[src/rtl/button_pkg.sv]
// Shared definitions for the pushbutton debounce stage.
// Tick defaults assume the 1 kHz clock divider output.
package button_pkg;

  localparam logic [2:0] STATE_IDLE         = 3'd0;
  localparam logic [2:0] STATE_PRESS_WAIT   = 3'd1;
  localparam logic [2:0] STATE_HELD         = 3'd2;
  localparam logic [2:0] STATE_LONG_HELD    = 3'd3;
  localparam logic [2:0] STATE_RELEASE_WAIT = 3'd4;

  typedef enum logic [2:0] {
    S_IDLE         = STATE_IDLE,
    S_PRESS_WAIT   = STATE_PRESS_WAIT,
    S_HELD         = STATE_HELD,
    S_LONG_HELD    = STATE_LONG_HELD,
    S_RELEASE_WAIT = STATE_RELEASE_WAIT
  } state_t;

  localparam int DEFAULT_DEBOUNCE_TICKS = 30;
  localparam int DEFAULT_LONG_TICKS     = 1000;
  localparam int DEFAULT_REPEAT_TICKS   = 200;

  function automatic int max3(input int a, input int b, input int c);
    int m;
    m = a;
    if (b > m) m = b;
    if (c > m) m = c;
    return m;
  endfunction

endpackage

[src/rtl/button_debounce_channel.sv]
// One button: synchroniser, debounce/hold FSM and shared tick counter.
// Auto-repeat is built only when BUTTON_AUTOREPEAT_EN is defined.
module button_debounce_channel
  import button_pkg::*;
#(
  parameter int ACTIVE_LOW     = 1,
  parameter int DEBOUNCE_TICKS = DEFAULT_DEBOUNCE_TICKS,
  parameter int LONG_TICKS     = DEFAULT_LONG_TICKS,
  parameter int REPEAT_TICKS   = DEFAULT_REPEAT_TICKS
) (
  input  logic reset,
  input  logic clock_divider_out,
  input  logic button_raw,
  output logic pressed,
  output logic press_pulse,
  output logic release_pulse,
  output logic long_pulse,
  output logic repeat_pulse
);

  localparam int MAXT = max3(DEBOUNCE_TICKS, LONG_TICKS, REPEAT_TICKS);
  localparam int W = $clog2(MAXT + 1);
  localparam logic [W-1:0] ONE = W'(1);
  localparam logic [W-1:0] DEB = W'(DEBOUNCE_TICKS);
  localparam logic [W-1:0] LNG = W'(LONG_TICKS);
  localparam logic IDLE_LVL = (ACTIVE_LOW != 0);

  logic sync_a;
  logic sync_b;
  logic s;
  state_t state;
  state_t state_n;
  state_t ret;
  state_t ret_n;
  logic [W-1:0] cnt;
  logic [W-1:0] cnt_n;
  logic [W-1:0] cnt_inc;
  logic press_n;
  logic release_n;
  logic long_n;

  // Flops start at the released level so reset never looks like a press.
  always_ff @(posedge clock_divider_out or posedge reset) begin
    if (reset) begin
      sync_a <= IDLE_LVL;
      sync_b <= IDLE_LVL;
    end else begin
      sync_a <= button_raw;
      sync_b <= sync_a;
    end
  end

  assign s = (ACTIVE_LOW != 0) ? ~sync_b : sync_b;
  assign cnt_inc = (cnt == '1) ? cnt : cnt + ONE;

`ifdef BUTTON_AUTOREPEAT_EN
  localparam logic [W-1:0] RPT = W'(REPEAT_TICKS);
  logic repeat_n;
`endif

  always_comb begin
    state_n   = state;
    ret_n     = ret;
    cnt_n     = cnt;
    press_n   = 1'b0;
    release_n = 1'b0;
    long_n    = 1'b0;
`ifdef BUTTON_AUTOREPEAT_EN
    repeat_n  = 1'b0;
`endif
    unique case (state)
      S_IDLE: begin
        if (s) begin
          if (ONE >= DEB) begin
            state_n = S_HELD;
            press_n = 1'b1;
            cnt_n   = '0;
          end else begin
            state_n = S_PRESS_WAIT;
            cnt_n   = ONE;
          end
        end
      end
      S_PRESS_WAIT: begin
        if (!s) begin
          state_n = S_IDLE;
          cnt_n   = '0;
        end else if (cnt_inc >= DEB) begin
          state_n = S_HELD;
          press_n = 1'b1;
          cnt_n   = '0;
        end else begin
          cnt_n = cnt_inc;
        end
      end
      S_HELD, S_LONG_HELD: begin
        if (!s) begin
          ret_n = state;
          if (ONE >= DEB) begin
            state_n   = S_IDLE;
            release_n = 1'b1;
            cnt_n     = '0;
          end else begin
            state_n = S_RELEASE_WAIT;
            cnt_n   = ONE;
          end
        end else if (state == S_HELD) begin
          if (cnt_inc >= LNG) begin
            state_n = S_LONG_HELD;
            long_n  = 1'b1;
            cnt_n   = '0;
          end else begin
            cnt_n = cnt_inc;
          end
        end else begin
`ifdef BUTTON_AUTOREPEAT_EN
          if (cnt_inc >= RPT) begin
            repeat_n = 1'b1;
            cnt_n    = '0;
          end else begin
            cnt_n = cnt_inc;
          end
`else
          cnt_n = '0;
`endif
        end
      end
      S_RELEASE_WAIT: begin
        // A bounce back to pressed restarts the hold timing.
        if (s) begin
          state_n = ret;
          cnt_n   = '0;
        end else if (cnt_inc >= DEB) begin
          state_n   = S_IDLE;
          release_n = 1'b1;
          cnt_n     = '0;
        end else begin
          cnt_n = cnt_inc;
        end
      end
      default: begin
        state_n = S_IDLE;
        cnt_n   = '0;
      end
    endcase
  end

  always_ff @(posedge clock_divider_out or posedge reset) begin
    if (reset) begin
      state         <= S_IDLE;
      ret           <= S_IDLE;
      cnt           <= '0;
      press_pulse   <= 1'b0;
      release_pulse <= 1'b0;
      long_pulse    <= 1'b0;
    end else begin
      state         <= state_n;
      ret           <= ret_n;
      cnt           <= cnt_n;
      press_pulse   <= press_n;
      release_pulse <= release_n;
      long_pulse    <= long_n;
    end
  end

`ifdef BUTTON_AUTOREPEAT_EN
  always_ff @(posedge clock_divider_out or posedge reset) begin
    if (reset) repeat_pulse <= 1'b0;
    else       repeat_pulse <= repeat_n;
  end
`else
  assign repeat_pulse = 1'b0;
`endif

  assign pressed = (state == S_HELD) ||
                   (state == S_LONG_HELD) ||
                   (state == S_RELEASE_WAIT);

endmodule

[src/rtl/button_debouncer.sv]
// Debounce and press/release/long/repeat event generation per button.
// Optional auto-repeat: define BUTTON_AUTOREPEAT_EN.
module button_debouncer
  import button_pkg::*;
#(
  parameter int N_BUTTONS      = 2,
  parameter int ACTIVE_LOW     = 1,
  parameter int DEBOUNCE_TICKS = DEFAULT_DEBOUNCE_TICKS,
  parameter int LONG_TICKS     = DEFAULT_LONG_TICKS,
  parameter int REPEAT_TICKS   = DEFAULT_REPEAT_TICKS
) (
  input  logic                 reset,
  input  logic                 clock_divider_out,
  input  logic [N_BUTTONS-1:0] button_raw,
  output logic [N_BUTTONS-1:0] pressed,
  output logic [N_BUTTONS-1:0] press_pulse,
  output logic [N_BUTTONS-1:0] release_pulse,
  output logic [N_BUTTONS-1:0] long_pulse,
  output logic [N_BUTTONS-1:0] repeat_pulse
);

  for (genvar i = 0; i < N_BUTTONS; i++) begin : g_ch
    button_debounce_channel #(
      .ACTIVE_LOW    (ACTIVE_LOW),
      .DEBOUNCE_TICKS(DEBOUNCE_TICKS),
      .LONG_TICKS    (LONG_TICKS),
      .REPEAT_TICKS  (REPEAT_TICKS)
    ) u_ch (
      .reset            (reset),
      .clock_divider_out(clock_divider_out),
      .button_raw       (button_raw[i]),
      .pressed          (pressed[i]),
      .press_pulse      (press_pulse[i]),
      .release_pulse    (release_pulse[i]),
      .long_pulse       (long_pulse[i]),
      .repeat_pulse     (repeat_pulse[i])
    );
  end

endmodule

[config.mk]
export PLATFORM = sky130hd
export DESIGN_NAME = button_debouncer
export DESIGN_NICKNAME = d
export VERILOG_FILES = /design/src/rtl/button_pkg.sv /design/src/rtl/button_debounce_channel.sv /design/src/rtl/button_debouncer.sv
export SDC_FILE = /design/constraint.sdc
export NUM_CORES = 1
export LEC_CHECK = 0
export CORE_ASPECT_RATIO = 1.2
export CORE_MARGIN = 2
export CORE_UTILIZATION = 60
export DETAILED_ROUTE_END_ITERATION = 8
export PLACE_DENSITY_LB_ADDON = 0.2
export REMOVE_ABC_BUFFERS = 1
export SYNTH_ARGS = -nofsm -noshare
export SYNTH_HDL_FRONTEND = slang
export SYNTH_SLANG_ARGS = --single-unit
export TNS_END_PERCENT = 5
[constraint.sdc]
create_clock -name clock_divider_out -period 2.9 [get_ports clock_divider_out]
set_clock_uncertainty 0.2 [all_clocks]
set_input_delay 0.58 -clock clock_divider_out [delete_from_list [all_inputs] [get_ports clock_divider_out]]
set_output_delay 0.58 -clock clock_divider_out [all_outputs]
set_load 0.1 [all_outputs]
==> results.py <==
metrics = {
    "timing": {
        "timing_max_transition_violations_final": 0,
        "worstMarginPinSlew_ns": 0.836,
        "timing.hold.ws_ns": 0.161,
        "worst_slew_margin_rel_pct": 43.8,
        "fin_crit_ns": 2.74,
        "setup_viol": 0,
        "finalCritPeriodShare_pct": 94.4,
        "hold_viol": 0,
        "rsz0062_at_grt": "no",
        "final.setup.tns_ns": 0,
        "clock.fmax_mhz": 365,
    },
    "setup_path": {
        "critical_path.startpoint": "g_ch[0].u_ch.cnt[1]",
        "reg2reg_to": "g_ch[0].u_ch.cnt[3]",
        "worst-endpoint-required_ns": 2.91,
        "worstReg2RegStart": "g_ch[0].u_ch.cnt[1]",
        "critPathCapture": "g_ch[0].u_ch.cnt[3]",
        "path_class": "reg2reg",
        "worst_setup_path_start_kind": "register",
        "worst-path-max-fanout": 13,
        "number_of_cells_traversed_by_the_worst_register_to_register_path": 9,
        "timing.reg2reg.setup_slack_ns": 0.16,
        "end_kind": "register",
        "crit_arrival_ns": 2.75,
    },
    "finish": {
        "area.growth.synth_to_final_pct": 7.05,
        "design.final.nets": 317,
        "mostFrequentLayoutCells": "38 x dfrtp_1, 35 x nand2_1, 25 x a21oi_1",
        "antenna_cells": 0,
        "most_frequent_standard_cell_in_the_layout_excluding_fill_and_tap_cells": "dfrtp_1",
        "final_layout_size_suffix_gt1_share_pct": 15.1,
    },
    "yosys": {
        "yosys_register_bits": 42,
        "yosysTopAreaCellShare_pct": 34.8,
        "avgSynthCellArea_um2": 8.88,
        "top_ff_cell_synth": "dfrtp_1",
        "largest_area_contributor_in_the_synthesized_netlist": "dfrtp_1",
        "synth-async-reset-ratio_pct": 100,
        "synthCells": 308,
        "ys_types": 68,
        "syn-cell-area_um2": 2730,
        "number_of_enable_type_register_cells_in_the_synthesized_netlist": 0,
        "synth.yosys.seq_area_share_pct": 38.6,
        "synth.top_cells.by_area": "dfrtp_1 35%, nand2_1 4.8%, a21oi_1 4.6%",
        "ys_warnings": 0,
    },
    "routing": {
        "vias": 2353,
        "drt-wirelength-per-cell_um": 16.2,
        "drt_iter0_markers": 213,
        "firstDrtPassIters": 5,
        "avgViaCountPerCell": 6.39,
        "postRouteWirelength_um": 5960,
        "ant_nets": 0,
        "detail_route.drc_violations": 0,
    },
    "clock_tree": {
        "clkSlewWorstSetupHoldPaths_ns": 0.08,
        "cts_hold_buf": 0,
        "htreeDepth": 2,
        "post_cts_resized": 0,
        "post-cts-setup-buffer-count": 0,
        "clockRootBuffer": "clkbuf_8",
        "cts_num_sinks": 42,
        "tritoncts.num_buffers": 5,
        "clock_latency_ns": 0.30,
        "clock_path_buffers": 2,
        "cts_tree": "built",
    },
    "status": {
        "status": "completed",
    },
    "global_routing": {
        "global_route.usage.total_pct": 25.2,
        "wire_length_of_the_first_global_routing_pass_um": 10200,
        "grt_pass1_vias": 2190,
        "grt_overflow_total": 0,
        "grt_antenna_before_repair": 0,
        "pin_count_of_the_biggest_net_entering_global_routing": 23,
    },
    "power_and_ir_drop": {
        "intPower_mw": 1.07,
        "leakagePower_nw": 1.25,
        "clockPowerShare_pct": 28.5,
        "net_sw_power_mw": 0.549,
        "powerDensity_nw_per_um2": 555,
        "design_power_total_mw": 1.62,
        "vdd_drop_max_v": 0.000324,
        "sequentialPowerShare_pct": 44.1,
        "p_comb_share_pct": 27.4,
        "swShare_pct": 33.8,
    },
    "placement": {
        "io_buffers": 11,
        "gp_congestion": 0.935,
        "detailed_placement_hpwl_um": 4300,
    },
    "flow_run": {
        "drv_cap": 0,
    },
    "floorplanning": {
        "core_um2": 4330,
        "floorplan.io_pins": 14,
        "dieWidth_um": 65.6,
        "fp.dieArea_um2": 5110,
        "die_height_um": 77.9,
        "start_util_pct": 63.2,
        "count_of_standard_cell_rows": 26,
    },
    "min_path": {
        "hold_path_class": "reg2reg",
    },
}
## cell families (layout without fill, tap and decap cells)
logic type      after synthesis  count (layout)  share of synthesized area, %
simple gates                119             119                          23.6
compound gates               93              93                          23.9
flops                        42              42                          38.6
buf+inv                      40              43                          8.65
mux                           7               7                          2.84
xor+xnor                      4               4                          1.28
fa+ha+maj                     2               2                         0.915
other cells                   1               2                         0.137
## metal layers
| layer | track usage (%) | wire, um |
|---|---|---|
| met1 | 31.4 | 2430 |
| met2 | 42.7 | 3110 |
| met3 | 3.62 | 274 |
| met4 | 10.8 | 148 |
| met5 | 0 | 0 |
## worst min path at each step
stage / end / slack (ns) / depth (start not counted) / startpoint
2_1_floorplan: g_ch[0].u_ch.sync_b / 0.15 / 0 / g_ch[0].u_ch.sync_a
3_3_place_gp: g_ch[0].u_ch.sync_b / 0.15 / 0 / g_ch[0].u_ch.sync_a
3_5_place_dp: g_ch[1].u_ch.sync_b / 0.15 / 0 / g_ch[1].u_ch.sync_a
4_1_cts: g_ch[1].u_ch.sync_b / 0.16 / 0 / g_ch[1].u_ch.sync_a
5_1_grt: g_ch[0].u_ch.sync_b / 0.17 / 0 / g_ch[0].u_ch.sync_a
6_report: g_ch[0].u_ch.sync_b / 0.16 / 0 / g_ch[0].u_ch.sync_a
## stage by stage
step           cells  area (um2)  setup slack [ns]  utilization, %
4_1_cts          368        2930             0.211            67.6
6_report         368        2930             0.162            67.6
3_5_place_dp     360        2820             0.239            65.1
3_3_place_gp     360        2820             0.287            65.1
2_1_floorplan    279        2540            -0.500               -
5_1_grt          368        2930            0.0416            67.6
## area by class of cell
class / count / area [um2]
tap: 56 / 70.1
clock inverter: 2 / 37.5
inverter: 10 / 37.5
sequential: 42 / 1060
fill: 392 / 1400
clock buffer: 6 / 72.6
multi-input combinational: 227 / 1450
timing repair buffer: 25 / 208
## critical path, cell delays in order, from the launching register on
cell and delay, ns:
dfrtp_1 0.45, ha_1 0.22, and4_1 0.25, a31oi_1 0.42, xor2_1 0.13, a31o_2 0.31
o22ai_2 0.17, buf_4 0.21, a21oi_1 0.08, a31oi_1 0.19
## cells in the mapped netlist, drive strengths merged (2+ instances only)
cell type	count
nor4	3
nand2	35
o21a	2
nor3b	2
o22ai	2
mux2	3
o31ai	4
a31o	2
dfrtp	38
o21bai	2
a32o	4
ha	2
o32ai	2
a21oi	25
nand3	11
o41ai	2
xor2	2
mux2i	4
dfstp	4
a22o	3
nor2b	6
and2	5
xnor2	2
o21ai	15
a21o	2
and3	4
a31oi	8
o2111ai	2
inv	10
clkbuf	8
and4	6
nand2b	8
nor2	24
a21boi	3
buf	22
nand4	2
nand3b	4
o311a	2
nor3	4
a41oi	3
## sequential cells by signal (all words and copies together), names as in the netlist
name / cells
g_ch.u_ch.cnt: 20
g_ch.u_ch.ret: 6
g_ch.u_ch.state: 6
g_ch.u_ch.long_pulse: 2
g_ch.u_ch.press_pulse: 2
g_ch.u_ch.release_pulse: 2
g_ch.u_ch.sync_a: 2
g_ch.u_ch.sync_b: 2
## power by group through the flow
stage	Clock (mW)	Combinational, mW	Sequential, mW
after floorplan	0	0.313	0.713
after global placement	0	0.428	0.722
after detailed placement	0	0.437	0.723
after CTS	0.473	0.441	0.711
after global routing	0.497	0.488	0.721
final	0.463	0.445	0.715
Note: power is estimated with default switching activity, not from simulation.
